## src/rtl/relogio_pkg.sv

```systemverilog
// Shared types and moduli for the BCD clock counters.
package relogio_pkg;

    typedef enum logic {
        NORMAL = 1'b0,
        AJUSTE = 1'b1
    } estado_t;

    localparam int MOD_SEG  = 60;
    localparam int MOD_MIN  = 60;
    localparam int MOD_HORA = 24;

endpackage

```

## src/rtl/detector_borda.sv

```systemverilog
// Rising-edge detector: one-cycle pulse when the input goes 0 -> 1.
module detector_borda (
    input  logic clock,
    input  logic reset,
    input  logic entrada,
    output logic pulso
);

    logic hist_q, hist_d;

    always_comb begin
        hist_d = entrada;
    end

    always_ff @(posedge clock or negedge reset) begin
        if (!reset) hist_q <= 1'b0;
        else        hist_q <= hist_d;
    end

    assign pulso = entrada & ~hist_q;

endmodule

```

## src/rtl/relogio_cadeia.sv

```systemverilog
// Seconds/minutes/hours clock: each stage's wrap pulse is the next stage's tick.
module relogio_cadeia
    import relogio_pkg::*;
(
    input  logic       clock,
    input  logic       reset,
    input  logic       tick_1hz,
    input  logic       desce,
    input  logic       modo_ajuste,
    input  logic [1:0] sel_ajuste,
    input  logic       btn_mais,
    input  logic       btn_menos,
    output logic [3:0] seg_lsd,
    output logic [2:0] seg_msd,
    output logic [3:0] min_lsd,
    output logic [2:0] min_msd,
    output logic [3:0] hora_lsd,
    output logic [1:0] hora_msd,
    output logic       dia_out,
    output logic       em_ajuste,
    output logic       erro_carga
);

    logic carry_seg, borrow_seg, carry_min, borrow_min, carry_hora, borrow_hora;
    logic aj_seg, aj_min, aj_hora;
    logic erro_seg, erro_min, erro_hora;

    maq_contador_bcd #(.MODULO(MOD_SEG), .MSD_W(3)) u_seg (
        .clock(clock), .reset(reset), .tick(tick_1hz), .desce(desce),
        .modo_ajuste(modo_ajuste && (sel_ajuste == 2'd0)),
        .btn_mais(btn_mais), .btn_menos(btn_menos),
        .carga(1'b0), .carga_lsd(4'd0), .carga_msd(3'd0),
        .bcd_lsd(seg_lsd), .bcd_msd(seg_msd),
        .carry_out(carry_seg), .borrow_out(borrow_seg),
        .erro_carga(erro_seg), .em_ajuste(aj_seg)
    );

    maq_contador_bcd #(.MODULO(MOD_MIN), .MSD_W(3)) u_min (
        .clock(clock), .reset(reset), .tick(carry_seg | borrow_seg), .desce(desce),
        .modo_ajuste(modo_ajuste && (sel_ajuste == 2'd1)),
        .btn_mais(btn_mais), .btn_menos(btn_menos),
        .carga(1'b0), .carga_lsd(4'd0), .carga_msd(3'd0),
        .bcd_lsd(min_lsd), .bcd_msd(min_msd),
        .carry_out(carry_min), .borrow_out(borrow_min),
        .erro_carga(erro_min), .em_ajuste(aj_min)
    );

    maq_contador_bcd #(.MODULO(MOD_HORA), .MSD_W(2)) u_hora (
        .clock(clock), .reset(reset), .tick(carry_min | borrow_min), .desce(desce),
        .modo_ajuste(modo_ajuste && (sel_ajuste == 2'd2)),
        .btn_mais(btn_mais), .btn_menos(btn_menos),
        .carga(1'b0), .carga_lsd(4'd0), .carga_msd(2'd0),
        .bcd_lsd(hora_lsd), .bcd_msd(hora_msd),
        .carry_out(carry_hora), .borrow_out(borrow_hora),
        .erro_carga(erro_hora), .em_ajuste(aj_hora)
    );

    assign dia_out    = carry_hora | borrow_hora;
    assign em_ajuste  = aj_seg | aj_min | aj_hora;
    assign erro_carga = erro_seg | erro_min | erro_hora;

endmodule

```

## src/rtl/maq_contador_bcd.sv

```systemverilog
// Two-digit BCD up/down counter, modulo MODULO, with adjust mode, load and wrap pulses.
module maq_contador_bcd
    import relogio_pkg::*;
#(
    parameter int MODULO            = 60,
    parameter int MSD_W             = 3,
    parameter int GERA_CARRY_AJUSTE = 0
) (
    input  logic             clock,
    input  logic             reset,
    input  logic             tick,
    input  logic             desce,
    input  logic             modo_ajuste,
    input  logic             btn_mais,
    input  logic             btn_menos,
    input  logic             carga,
    input  logic [3:0]       carga_lsd,
    input  logic [MSD_W-1:0] carga_msd,
    output logic [3:0]       bcd_lsd,
    output logic [MSD_W-1:0] bcd_msd,
    output logic             carry_out,
    output logic             borrow_out,
    output logic             erro_carga,
    output logic             em_ajuste
);

    localparam logic [3:0]       MAX_LSD = 4'((MODULO - 1) % 10);
    localparam logic [MSD_W-1:0] MAX_MSD = MSD_W'((MODULO - 1) / 10);
    localparam logic [MSD_W-1:0] MSD_UM  = MSD_W'(1);

    estado_t          estado_q, estado_d;
    logic [3:0]       lsd_q, lsd_d;
    logic [MSD_W-1:0] msd_q, msd_d;
    logic             em_ajuste_q, em_ajuste_d;
    logic             carry_q, carry_d;
    logic             borrow_q, borrow_d;
    logic             erro_q, erro_d;

    logic pulso_mais, pulso_menos;
    logic no_max, no_zero, carga_ok;
    logic sobe, desce_passo, gera_pulso;

    // Detectors run in both states so a button held while entering adjust gives no step.
    detector_borda u_borda_mais (
        .clock   (clock),
        .reset   (reset),
        .entrada (btn_mais),
        .pulso   (pulso_mais)
    );

    detector_borda u_borda_menos (
        .clock   (clock),
        .reset   (reset),
        .entrada (btn_menos),
        .pulso   (pulso_menos)
    );

    always_comb begin
        no_max   = (lsd_q == MAX_LSD) && (msd_q == MAX_MSD);
        no_zero  = (lsd_q == 4'd0) && (msd_q == '0);
        carga_ok = (carga_lsd <= 4'd9) &&
                   ((32'(carga_msd) * 32'd10 + 32'(carga_lsd)) < 32'(MODULO));

        sobe        = 1'b0;
        desce_passo = 1'b0;
        gera_pulso  = 1'b1;
        if (estado_q == AJUSTE) begin
            sobe        = pulso_mais & ~pulso_menos;
            desce_passo = pulso_menos & ~pulso_mais;
            gera_pulso  = (GERA_CARRY_AJUSTE != 0);
        end else begin
            sobe        = tick & ~desce;
            desce_passo = tick & desce;
        end

        lsd_d    = lsd_q;
        msd_d    = msd_q;
        carry_d  = 1'b0;
        borrow_d = 1'b0;
        erro_d   = 1'b0;

        // Full-value wrap is tested before the digit rules so MODULO-1 never rolls to MODULO.
        if (carga) begin
            if (carga_ok) begin
                lsd_d = carga_lsd;
                msd_d = carga_msd;
            end else begin
                erro_d = 1'b1;
            end
        end else if (sobe) begin
            if (no_max) begin
                lsd_d   = 4'd0;
                msd_d   = '0;
                carry_d = gera_pulso;
            end else if (lsd_q == 4'd9) begin
                lsd_d = 4'd0;
                msd_d = msd_q + MSD_UM;
            end else begin
                lsd_d = lsd_q + 4'd1;
            end
        end else if (desce_passo) begin
            if (no_zero) begin
                lsd_d    = MAX_LSD;
                msd_d    = MAX_MSD;
                borrow_d = gera_pulso;
            end else if (lsd_q == 4'd0) begin
                lsd_d = 4'd9;
                msd_d = msd_q - MSD_UM;
            end else begin
                lsd_d = lsd_q - 4'd1;
            end
        end

        estado_d = estado_q;
        case (estado_q)
            NORMAL:  if (modo_ajuste)  estado_d = AJUSTE;
            AJUSTE:  if (!modo_ajuste) estado_d = NORMAL;
            default: estado_d = NORMAL;
        endcase
        em_ajuste_d = (estado_d == AJUSTE);
    end

    always_ff @(posedge clock or negedge reset) begin
        if (!reset) begin
            estado_q    <= NORMAL;
            lsd_q       <= 4'd0;
            msd_q       <= '0;
            em_ajuste_q <= 1'b0;
            carry_q     <= 1'b0;
            borrow_q    <= 1'b0;
            erro_q      <= 1'b0;
        end else begin
            estado_q    <= estado_d;
            lsd_q       <= lsd_d;
            msd_q       <= msd_d;
            em_ajuste_q <= em_ajuste_d;
            carry_q     <= carry_d;
            borrow_q    <= borrow_d;
            erro_q      <= erro_d;
        end
    end

    assign bcd_lsd    = lsd_q;
    assign bcd_msd    = msd_q;
    assign carry_out  = carry_q;
    assign borrow_out = borrow_q;
    assign erro_carga = erro_q;
    assign em_ajuste  = em_ajuste_q;

endmodule

```

## config.mk

```make
export PLATFORM = sky130hd
export DESIGN_NAME = relogio_cadeia
export DESIGN_NICKNAME = d
export VERILOG_FILES = /design/src/rtl/relogio_pkg.sv /design/src/rtl/detector_borda.sv /design/src/rtl/relogio_cadeia.sv /design/src/rtl/maq_contador_bcd.sv
export SDC_FILE = /design/constraint.sdc
export NUM_CORES = 1
export LEC_CHECK = 0
export CORE_MARGIN = 2
export CORE_UTILIZATION = 55
export CTS_BUF_LIST = sky130_fd_sc_hd__clkbuf_16
export CTS_CLUSTER_DIAMETER = 200
export CTS_CLUSTER_SIZE = 14
export DETAILED_ROUTE_END_ITERATION = 10
export GPL_ROUTABILITY_DRIVEN = 0
export PLACE_DENSITY = 0.77
export SYNTH_ARGS = -nofsm -noshare
export SYNTH_HDL_FRONTEND = slang
export SYNTH_HIERARCHICAL = 1
export SYNTH_SLANG_ARGS = --single-unit
```

## constraint.sdc

```tcl
create_clock -name clock -period 5.45 [get_ports clock]
set_input_delay 0.545 -clock clock [delete_from_list [all_inputs] [get_ports clock]]
set_output_delay 0.545 -clock clock [all_outputs]
set_load 0.005 [all_outputs]
```

# [After elaboration in Yosys (flattened, before gate mapping)]
# Index checks and enable logic that the tools add are counted.
[op_classes] shifts=0 n_mux=63 n_bitwise=20 n_eq_ne=12 addsub=12 magnitude_cmp=0 n_reduce_logical=25 div=0 multipliers=0
[op_table] operator="two-way mux 4 bit" count=18
[op_table] operator="two-way mux 3 bit" count=12
[op_table] operator="two-way mux 1 bit" count=27
[op_table] operator="adder 4 x 1 -> 4 bit, second input constant" count=3
[op_table] operator="== test 4 bit, second input constant" count=3
[op_table] operator="zero test 4 bit" count=3
[op_table] operator="two-way mux 2 bit" count=6
[op_table] operator="subtractor 4 x 1 -> 4 bit, second input constant" count=3
[op_table] operator="AND 1 bit" count=10
[op_table] operator="logical AND 1 bit" count=9
[op_table] operator="inequality test 3 x 2 -> 1 bit, second input constant" count=3
[op_table] operator="AND reduction 3 bit" count=3
[op_table] operator="nonzero test 3 bit" count=3
[op_table] operator="adder 3 x 1 -> 3 bit, second input constant" count=2
[op_table] operator="== test 3 bit, second input constant" count=2
[op_table] operator="zero test 3 bit" count=2
[op_table] operator="nonzero test 2 bit" count=3
[op_table] operator="subtractor 3 x 1 -> 3 bit, second input constant" count=2
[op_table] operator="NOT 1 bit" count=5
[op_table] operator="OR 1 bit" count=5
[op_table] operator="== test 2 bit, second input constant" count=2
[op_table] operator="== test 4 x 2 -> 1 bit, second input constant" count=1
[op_table] operator="zero test 2 bit" count=2
[op_table] operator="adder 2 x 1 -> 2 bit, second input constant" count=1
[op_table] operator="other kinds (2)" count=2
[word_totals] ramBits=0 regBits=31 out_inout_bits=23 latch_bits=0 inputBits=9 elab_cells=149 mem_count=0 mem_bits_ro=0

# [Longest topological paths before layout]
[depth] depth_word=7 depth_mapped=8 depth_no_buf=8

# [Cells and area by module]
# Netlist, hierarchy kept.
[by_module_without_submodules] module="maq_contador_bcd at u_min ..." cells_per_inst=133 seq_area_each_um2=275.3 instances=2 area_per_inst_um2=1148.6
[by_module_without_submodules] module="maq_contador_bcd at u_hora" cells_per_inst=99 seq_area_each_um2=250.2 instances=1 area_per_inst_um2=922.1
[by_module_without_submodules] module="detector_borda" cells_per_inst=2 seq_area_each_um2=25.0 instances=6 area_per_inst_um2=38.8
[by_module_without_submodules] module="relogio_cadeia" cells_per_inst=9 seq_area_each_um2=0.0 instances=1 area_per_inst_um2=60.1

# [Worst setup path before layout]
# No wires, ideal clock.
[synth_path] kind="input port to flip-flop" start="input port btn_menos" end="register u_min.lsd_q[2] (netlist: u_min/bcd_lsd[2])" stages=6 required_time_ns=5.316 t_arrival_ns=1.845 setup_time_ns=0.134 path_slack_ns=3.471 path_buffers=0 path_cell_list="nor2b_4 > and3b_4 > or4_4 > and3_4 > o41ai_1 > mux2i_1"
[synth_between] elab_chain_cells=5 word_cells_on_any_way=8 classes_between="mux: 3; bitwise: 4; reduce/logical: 1"
[synth_rtl] item="start, declared" line="relogio_cadeia.sv:12" source="input logic btn_menos,"
[synth_rtl] item="AND 1 bit *" line="detector_borda.sv:20" source="assign pulso = entrada & ~hist_q;"
[synth_rtl] item="NOT 1 bit" line="maq_contador_bcd.sv:68" source="sobe = pulso_mais & ~pulso_menos;"
[synth_rtl] item="AND 1 bit"
[synth_rtl] item="two-way mux 1 bit" line="maq_contador_bcd.sv:67" source="if (estado_q == AJUSTE) begin"
[synth_rtl] item="two-way mux 4 bit or nonzero test 2 bit (tied branches)"
[synth_rtl] item="end signal, assigned" line="maq_contador_bcd.sv:134" source="lsd_q <= lsd_d;"
[synth_rtl] item="end, declared" line="maq_contador_bcd.sv:32" source="logic [3:0] lsd_q, lsd_d;"
# Every way passes the cells marked *; elsewhere a longest branch is shown, timed or not.
# A chain may end at the register's enable or synchronous reset.

# [Worst setup path in the final report]
[layout_path] start="input port btn_mais" end="register u_min.msd_q[2] (netlist: u_min/bcd_msd[2])"
[layout_between] elab_chain_cells=6 word_cells_on_any_way=11 classes_between="eq/ne: 1; mux: 3; bitwise: 4; reduce/logical: 3"
[layout_rtl] item="start, declared" line="relogio_cadeia.sv:11" source="input logic btn_mais,"
[layout_rtl] item="AND 1 bit *" line="detector_borda.sv:20"
[layout_rtl] item="net u_min.pulso_mais" line="maq_contador_bcd.sv:39" source="logic pulso_mais, pulso_menos;"
[layout_rtl] item="NOT 1 bit" line="maq_contador_bcd.sv:69" source="desce_passo = pulso_menos & ~pulso_mais;"
[layout_rtl] item="AND 1 bit"
[layout_rtl] item="two-way mux 1 bit" line="maq_contador_bcd.sv:67"
[layout_rtl] item="nonzero test 2 bit (no line)"
[layout_rtl] item="AND reduction 3 bit (no line)"
[layout_rtl] item="end signal, assigned" line="maq_contador_bcd.sv:135" source="msd_q <= msd_d;"
[layout_rtl] item="end, declared" line="maq_contador_bcd.sv:33" source="logic [MSD_W-1:0] msd_q, msd_d;"
# The timed path passes the listed nets; every way through them passes the cells marked *.

==> load_flow_metrics.sql <==
INSERT INTO impl_metrics (metric_group, metric, value, unit) VALUES
('outcome', 'status', 'complete, no violations', ''),
('detailed_routing', 'via_count', '3081', ''),
('timing', 'finalSetupTns', '0', 'ns'),
('synth', 'synth_async_reset_ratio', '1.00', ''),
('synth', 'adder_cell_share_of_the_synthesized_area', '0.111', ''),
('synth', 'yosys.cell_types.count', '65', ''),
('cells_and_area', 'drive_gt1_frac', '0.0842', ''),
('timing', 'timing.fmax', '402', 'MHz'),
('synth', 'dominantRegCellSynth', 'dfrtp_1', ''),
('synth', 'syn_inst', '386', ''),
('global_route', 'wire_length_of_the_first_global_routing_pass', '13.3', 'mm'),
('clock_network', 'clkLatencyLatePin', '0.28', 'ns'),
('cells_and_area', 'util_after_layout', '0.684', ''),
('die', 'dieArea', '7040', 'sq um'),
('min_path', 'hold_path_class', 'input pin to async pin', ''),
('placement', 'placed_area', '4160', 'sq um'),
('clock_network', 'cts_resized', '0', ''),
('synth', 'post-synth-top-area-cell', 'dfrtp_1', ''),
('synth', 'synthMostInstantiatedCell', 'dfrtp_1', ''),
('timing', 'final_hold_viol_count', '0', ''),
('synth', 'synth_top_cell_area_share', '0.271', ''),
('timing', 'hold-worst-slack', '0.394', 'ns'),
('placement', 'hpwlAfterDp', '5.65', 'mm'),
('worst_setup_path', 'timing.critical_path.required', '5.61', 'ns'),
('die', 'coreArea', '6280', 'sq um'),
('worst_setup_path', 'arrival', '2.65', 'ns'),
('worst_setup_path', 'timing.reg2reg.setup_slack', '3.37', 'ns'),
('timing', 'worstMarginPinSlew', '0.902', 'ns'),
('placement', 'place.port_buffers', '31', ''),
('cells_and_area', 'seq_cell_area', '951', 'sq um'),
('cells_and_area', 'multi_input_comb_area', '2710', 'sq um'),
('die', 'floorplan.initialDensity', '0.559', ''),
('timing', 'final.min_clock_period', '2.49', 'ns'),
('synth', 'yosys.area_share.simple', '0.275', ''),
('global_route', 'antenna_found_initial', '0', ''),
('clock_network', 'clk_transition_reported_paths', '0.06', 'ns'),
('timing', 'setup_viol', '0', ''),
('timing', 'post-route-period-util', '0.456', ''),
('synth', 'synth.top_cells.by_area', 'dfrtp_1, ha_1, mux2i_1', ''),
('synth', 'synth_compound_gate_area_share', '0.220', ''),
('clock_network', 'tritoncts_num_sinks', '38', ''),
('die', 'num_io_pins', '32', ''),
('synth', 'synthMuxAreaShare', '0.0517', ''),
('clock_network', 'number_of_buffers_added_by_the_clock_tree_synthesis_step', '5', ''),
('detailed_routing', 'drt_iter0_drc', '167', ''),
('cells_and_area', 'fillers', '555', ''),
('clock_network', 'cts_post_setup_buffers_inserted', '0', ''),
('detailed_routing', 'drt-vias-per-instance', '5.35', ''),
('synth', 'post_synth.cell_area_avg', '9.10', 'sq um'),
('timing', 'fin_worst_skew', '0.00482', 'ns'),
('pwr', 'design_power_total', '1.44', 'mW'),
('worst_setup_path', 'crit_chain', 'clkdlybuf4s50_1, nor2b_4, xnor2_1, a211oi_1, o211ai_1, a21bo_4, mux2_2', ''),
('cells_and_area', 'final_nets', '537', ''),
('synth', 'synth.top_cells.by_count', 'dfrtp_1, ha_1, nor2_1', ''),
('synth', 'xor_and_xnor_area_share_after_synthesis', '0.0200', ''),
('clock_network', 'postCtsHoldBufs', '0', ''),
('detailed_routing', 'remaining_drc_errors', '0', ''),
('worst_setup_path', 'end_kind', 'flip-flop', ''),
('cells_and_area', 'antenna_cells_inserted', '0', ''),
('placement', 'post_place_setup_slack', '2.67', 'ns'),
('synth', 'syn-cell-area', '3510', 'sq um'),
('clock_network', 'cts.root.buffer_cell', 'clkbuf_16', ''),
('global_route', 'grt_start_max_net_pins', '39', ''),
('die', 'fp_rows', '29', ''),
('global_route', 'grt_overflow_total', '0', ''),
('synth', 'synth_top_family_by_area', 'simple AND/OR/NAND/NOR gates', ''),
('global_route', 'groute.usage.overall', '0.227', ''),
('worst_setup_path', 'path_max_fanout', '6', ''),
('die', 'die_height', '83.9', 'um'),
('placement', 'numPlacedInstances', '568', ''),
('cells_and_area', 'final_design_area_no_fill', '4300', 'sq um');
-- sequential cells by signal, summed over array words and instances (netlist names), 2 cells and up --
register        cells
u_seg/bcd_lsd       4
u_min/bcd_lsd       4
u_seg/bcd_msd       3
u_hora/bcd_msd      2
u_min/bcd_msd       3
u_hora/bcd_lsd      4
-- per-layer routing --
metal	vias up	global-route usage	routed length, um
li1	1569	-	-
met3	16	0.0406	355
met4	0	0.0689	118
met5	-	0	0
met2	84	0.403	3710
met1	1412	0.279	3350
-- final cells by class --
type	count	area share
Timing Repair Buffer	31	0.0711
Clock buffer	5	0.0291
Multi-Input combinational cell	397	0.631
Inverter	25	0.0218
Tap cell	77	0.0224
Clock inverter	3	0.00291
Sequential cell	38	0.221
-- critical path: cells and delay by family --
kind                   cells  cell delay (ns)
buffers and inverters      1             0.58
multiplexers               1             0.32
AND/OR/NAND/NOR            1             0.21
XOR/XNOR                   1             0.08
AO/OA/AOI/OAI              3             0.92
-- final timing paths --
check | start | cells past startpoint | end
hold / removal | reset | 1 | u_min/bcd_lsd[1]
max in group asynchronous | reset | 1 | u_min/em_ajuste
setup / recovery | btn_mais | 7 | u_min/bcd_msd[2]
min in group clock | u_min/bcd_msd[2] | 1 | u_min/bcd_msd[2]
hold reg to reg | u_min/bcd_msd[2] | 1 | u_min/bcd_msd[2]
setup reg to reg | u_min/borrow_out | 6 | u_hora/bcd_msd[0]
-- layout by cell type, fill, tap and decap left out, types with 5 or more instances in the layout --
cell / instances
nor3_1: 12
nand2b_1: 14
o211ai_1: 8
dfrtp_1: 38
a211o_1: 5
nand3_1: 12
ha_1: 28
and3_1: 5
nor3b_1: 6
and2_1: 8
clkbuf_16: 5
conb_1: 88
o21ai_0: 16
a21oi_1: 14
nand2_1: 14
nor2b_4: 6
mux2i_1: 11
o31ai_1: 8
nor2_1: 28
a21o_1: 6
clkdlybuf4s50_1: 30
inv_1: 26
a31oi_1: 10
-- power breakdown --
group / switching [mW] / internal [mW] / total [mW]
Sequential: 0.122 / 0.352 / 0.474
Clock: 0.108 / 0.165 / 0.273
Combinational: 0.326 / 0.366 / 0.692
-- cells by family after synthesis --
| logic type | after synthesis |
|---|---|
| other | 1 |
| flip-flops | 38 |
| XOR/XNOR | 8 |
| AO/OA/AOI/OAI | 105 |
| multiplexers | 17 |
| AND/OR/NAND/NOR | 149 |
| buffers and inverters | 38 |
| adder cells (fa/ha/maj) | 30 |
(Power assumes the default switching activity.)
==> RTL change: new RTL, same flow settings <==
Put a register stage on the output `seg_lsd`. The value now appears one clock later. The other outputs are not delayed to match.
--- a/src/rtl/relogio_cadeia.sv
+++ b/src/rtl/relogio_cadeia.sv
@@ -21,6 +21,8 @@
     output logic       erro_carga
 );
 
+    logic [3:0] seg_lsd_d;
+
     logic carry_seg, borrow_seg, carry_min, borrow_min, carry_hora, borrow_hora;
     logic aj_seg, aj_min, aj_hora;
     logic erro_seg, erro_min, erro_hora;
@@ -30,7 +32,7 @@
         .modo_ajuste(modo_ajuste && (sel_ajuste == 2'd0)),
         .btn_mais(btn_mais), .btn_menos(btn_menos),
         .carga(1'b0), .carga_lsd(4'd0), .carga_msd(3'd0),
-        .bcd_lsd(seg_lsd), .bcd_msd(seg_msd),
+        .bcd_lsd(seg_lsd_d), .bcd_msd(seg_msd),
         .carry_out(carry_seg), .borrow_out(borrow_seg),
         .erro_carga(erro_seg), .em_ajuste(aj_seg)
     );
@@ -59,5 +61,9 @@
     assign em_ajuste  = aj_seg | aj_min | aj_hora;
     assign erro_carga = erro_seg | erro_min | erro_hora;
 
+    always_ff @(posedge clock) begin
+        seg_lsd <= seg_lsd_d;
+    end
+
 endmodule
 
Formal check against the unedited RTL: not equivalent (a bounded check fails within 4 cycles, from zero or initial values and one cycle with reset low).
==> RTL change against the original RTL <==
- first-iteration DRC count up 22%
- register-to-register slack worse by 0.06 ns
- wire length down 2.3%
- total power up 4.2%
- setup slack worse by 0.093 ns
- critical path type unchanged
- critical endpoint unchanged
- design area up 2.1%
- synthesized cell count up 1.0%
- clock skew about the same
- synthesized area up 2.3%
- cell count up 0.69%
- global-route usage down 1.7 points
- sequential share of layout area up 1.4 points
- sequential cell count up 4
==> RTL change: results (changes against the original RTL) <==
Slew @ Worst Pin 0.850 ns (was 0.902 ns); Post-DP HPWL 5690 um (was 5650 um); vias in the first global route 3015 (was 3062); Critical R2R Capture u_seg/bcd_msd[2]$_DFFE_PN0P_ (was u_hora/bcd_msd[0]$_DFFE_PN0P_); Min Hold Slack 0.374 ns (was 0.394 ns); critical path arrival 2.74 ns (was 2.65 ns); Post-Layout Cell Count 580 (was 576); worst r2r src u_seg/bcd_msd[1]$_DFFE_PN0P_ (was u_min/borrow_out$_DFF_PN0_); status complete, no violations (unchanged); Leak Pwr 0.00213 uW (was 0.00210 uW); worst vdd ir 0.000232 V (was 0.000243 V); Clock Skews 0.00521 ns (was 0.00482 ns); Area after DPL 4240 um2 (was 4160 um2); layout net count 541 (was 537); Total Wirelength 7360 um (was 7530 um); internal power 929 uW (was 883 uW); met1 GRT Util 0.253 (was 0.279); Inst Count DP 572 (was 568); cells after synthesis 390 (was 386); minimum clock period 2.58 ns (was 2.49 ns); reg2reg path depth 7 (was 6); share of cells above drive strength 1 0.0875 (was 0.0842); Synth area leaders dfrtp_1 26%, ha_1 9.8%, mux2i_1 3.1%, nor2_1 2.9%, inv_1 2.6% (was dfrtp_1 27%, ha_1 10%, mux2i_1 3.1%, nor2_1 3.0%, inv_1 2.7%); sequential element share of the synthesized area 0.287 (was 0.271); Tot GR Track Use 0.210 (was 0.227)
[RTL change: cell families (layout without fill, tap and decap cells)]
| family | count (synthesis) | count (layout) | synth area share |
|---|---|---|---|
| flip-flops | 42 | 42 | 0.287 |
| multiplexers | 17 | 17 | 0.0505 |
| other | 1 | 88 | 0.00104 |
| buffers and inverters | 38 | 64 | 0.0488 |
| AND/OR/NAND/NOR | 149 | 149 | 0.269 |
| XOR/XNOR | 8 | 8 | 0.0195 |
| AO/OA/AOI/OAI | 105 | 105 | 0.215 |
| adder cells (fa/ha/maj) | 30 | 30 | 0.109 |
[RTL change: power groups by stage]
stage	registers (uW)	clock network, uW	logic, uW
after floorplan	470	0	493
after global placement	522	0	658
after detailed placement	525	0	671
after CTS	519	300	676
after global routing	539	310	767
final	520	289	690
[RTL change: area by class of cell]
class	instances	area, um2
Clock buffer	5	125
Clock inverter	3	21.3
Fill cell	512	1960
Inverter	25	93.8
Multi-Input combinational cell	397	2710
Sequential cell	42	1030
Tap cell	77	96.3
Timing Repair Buffer	31	305
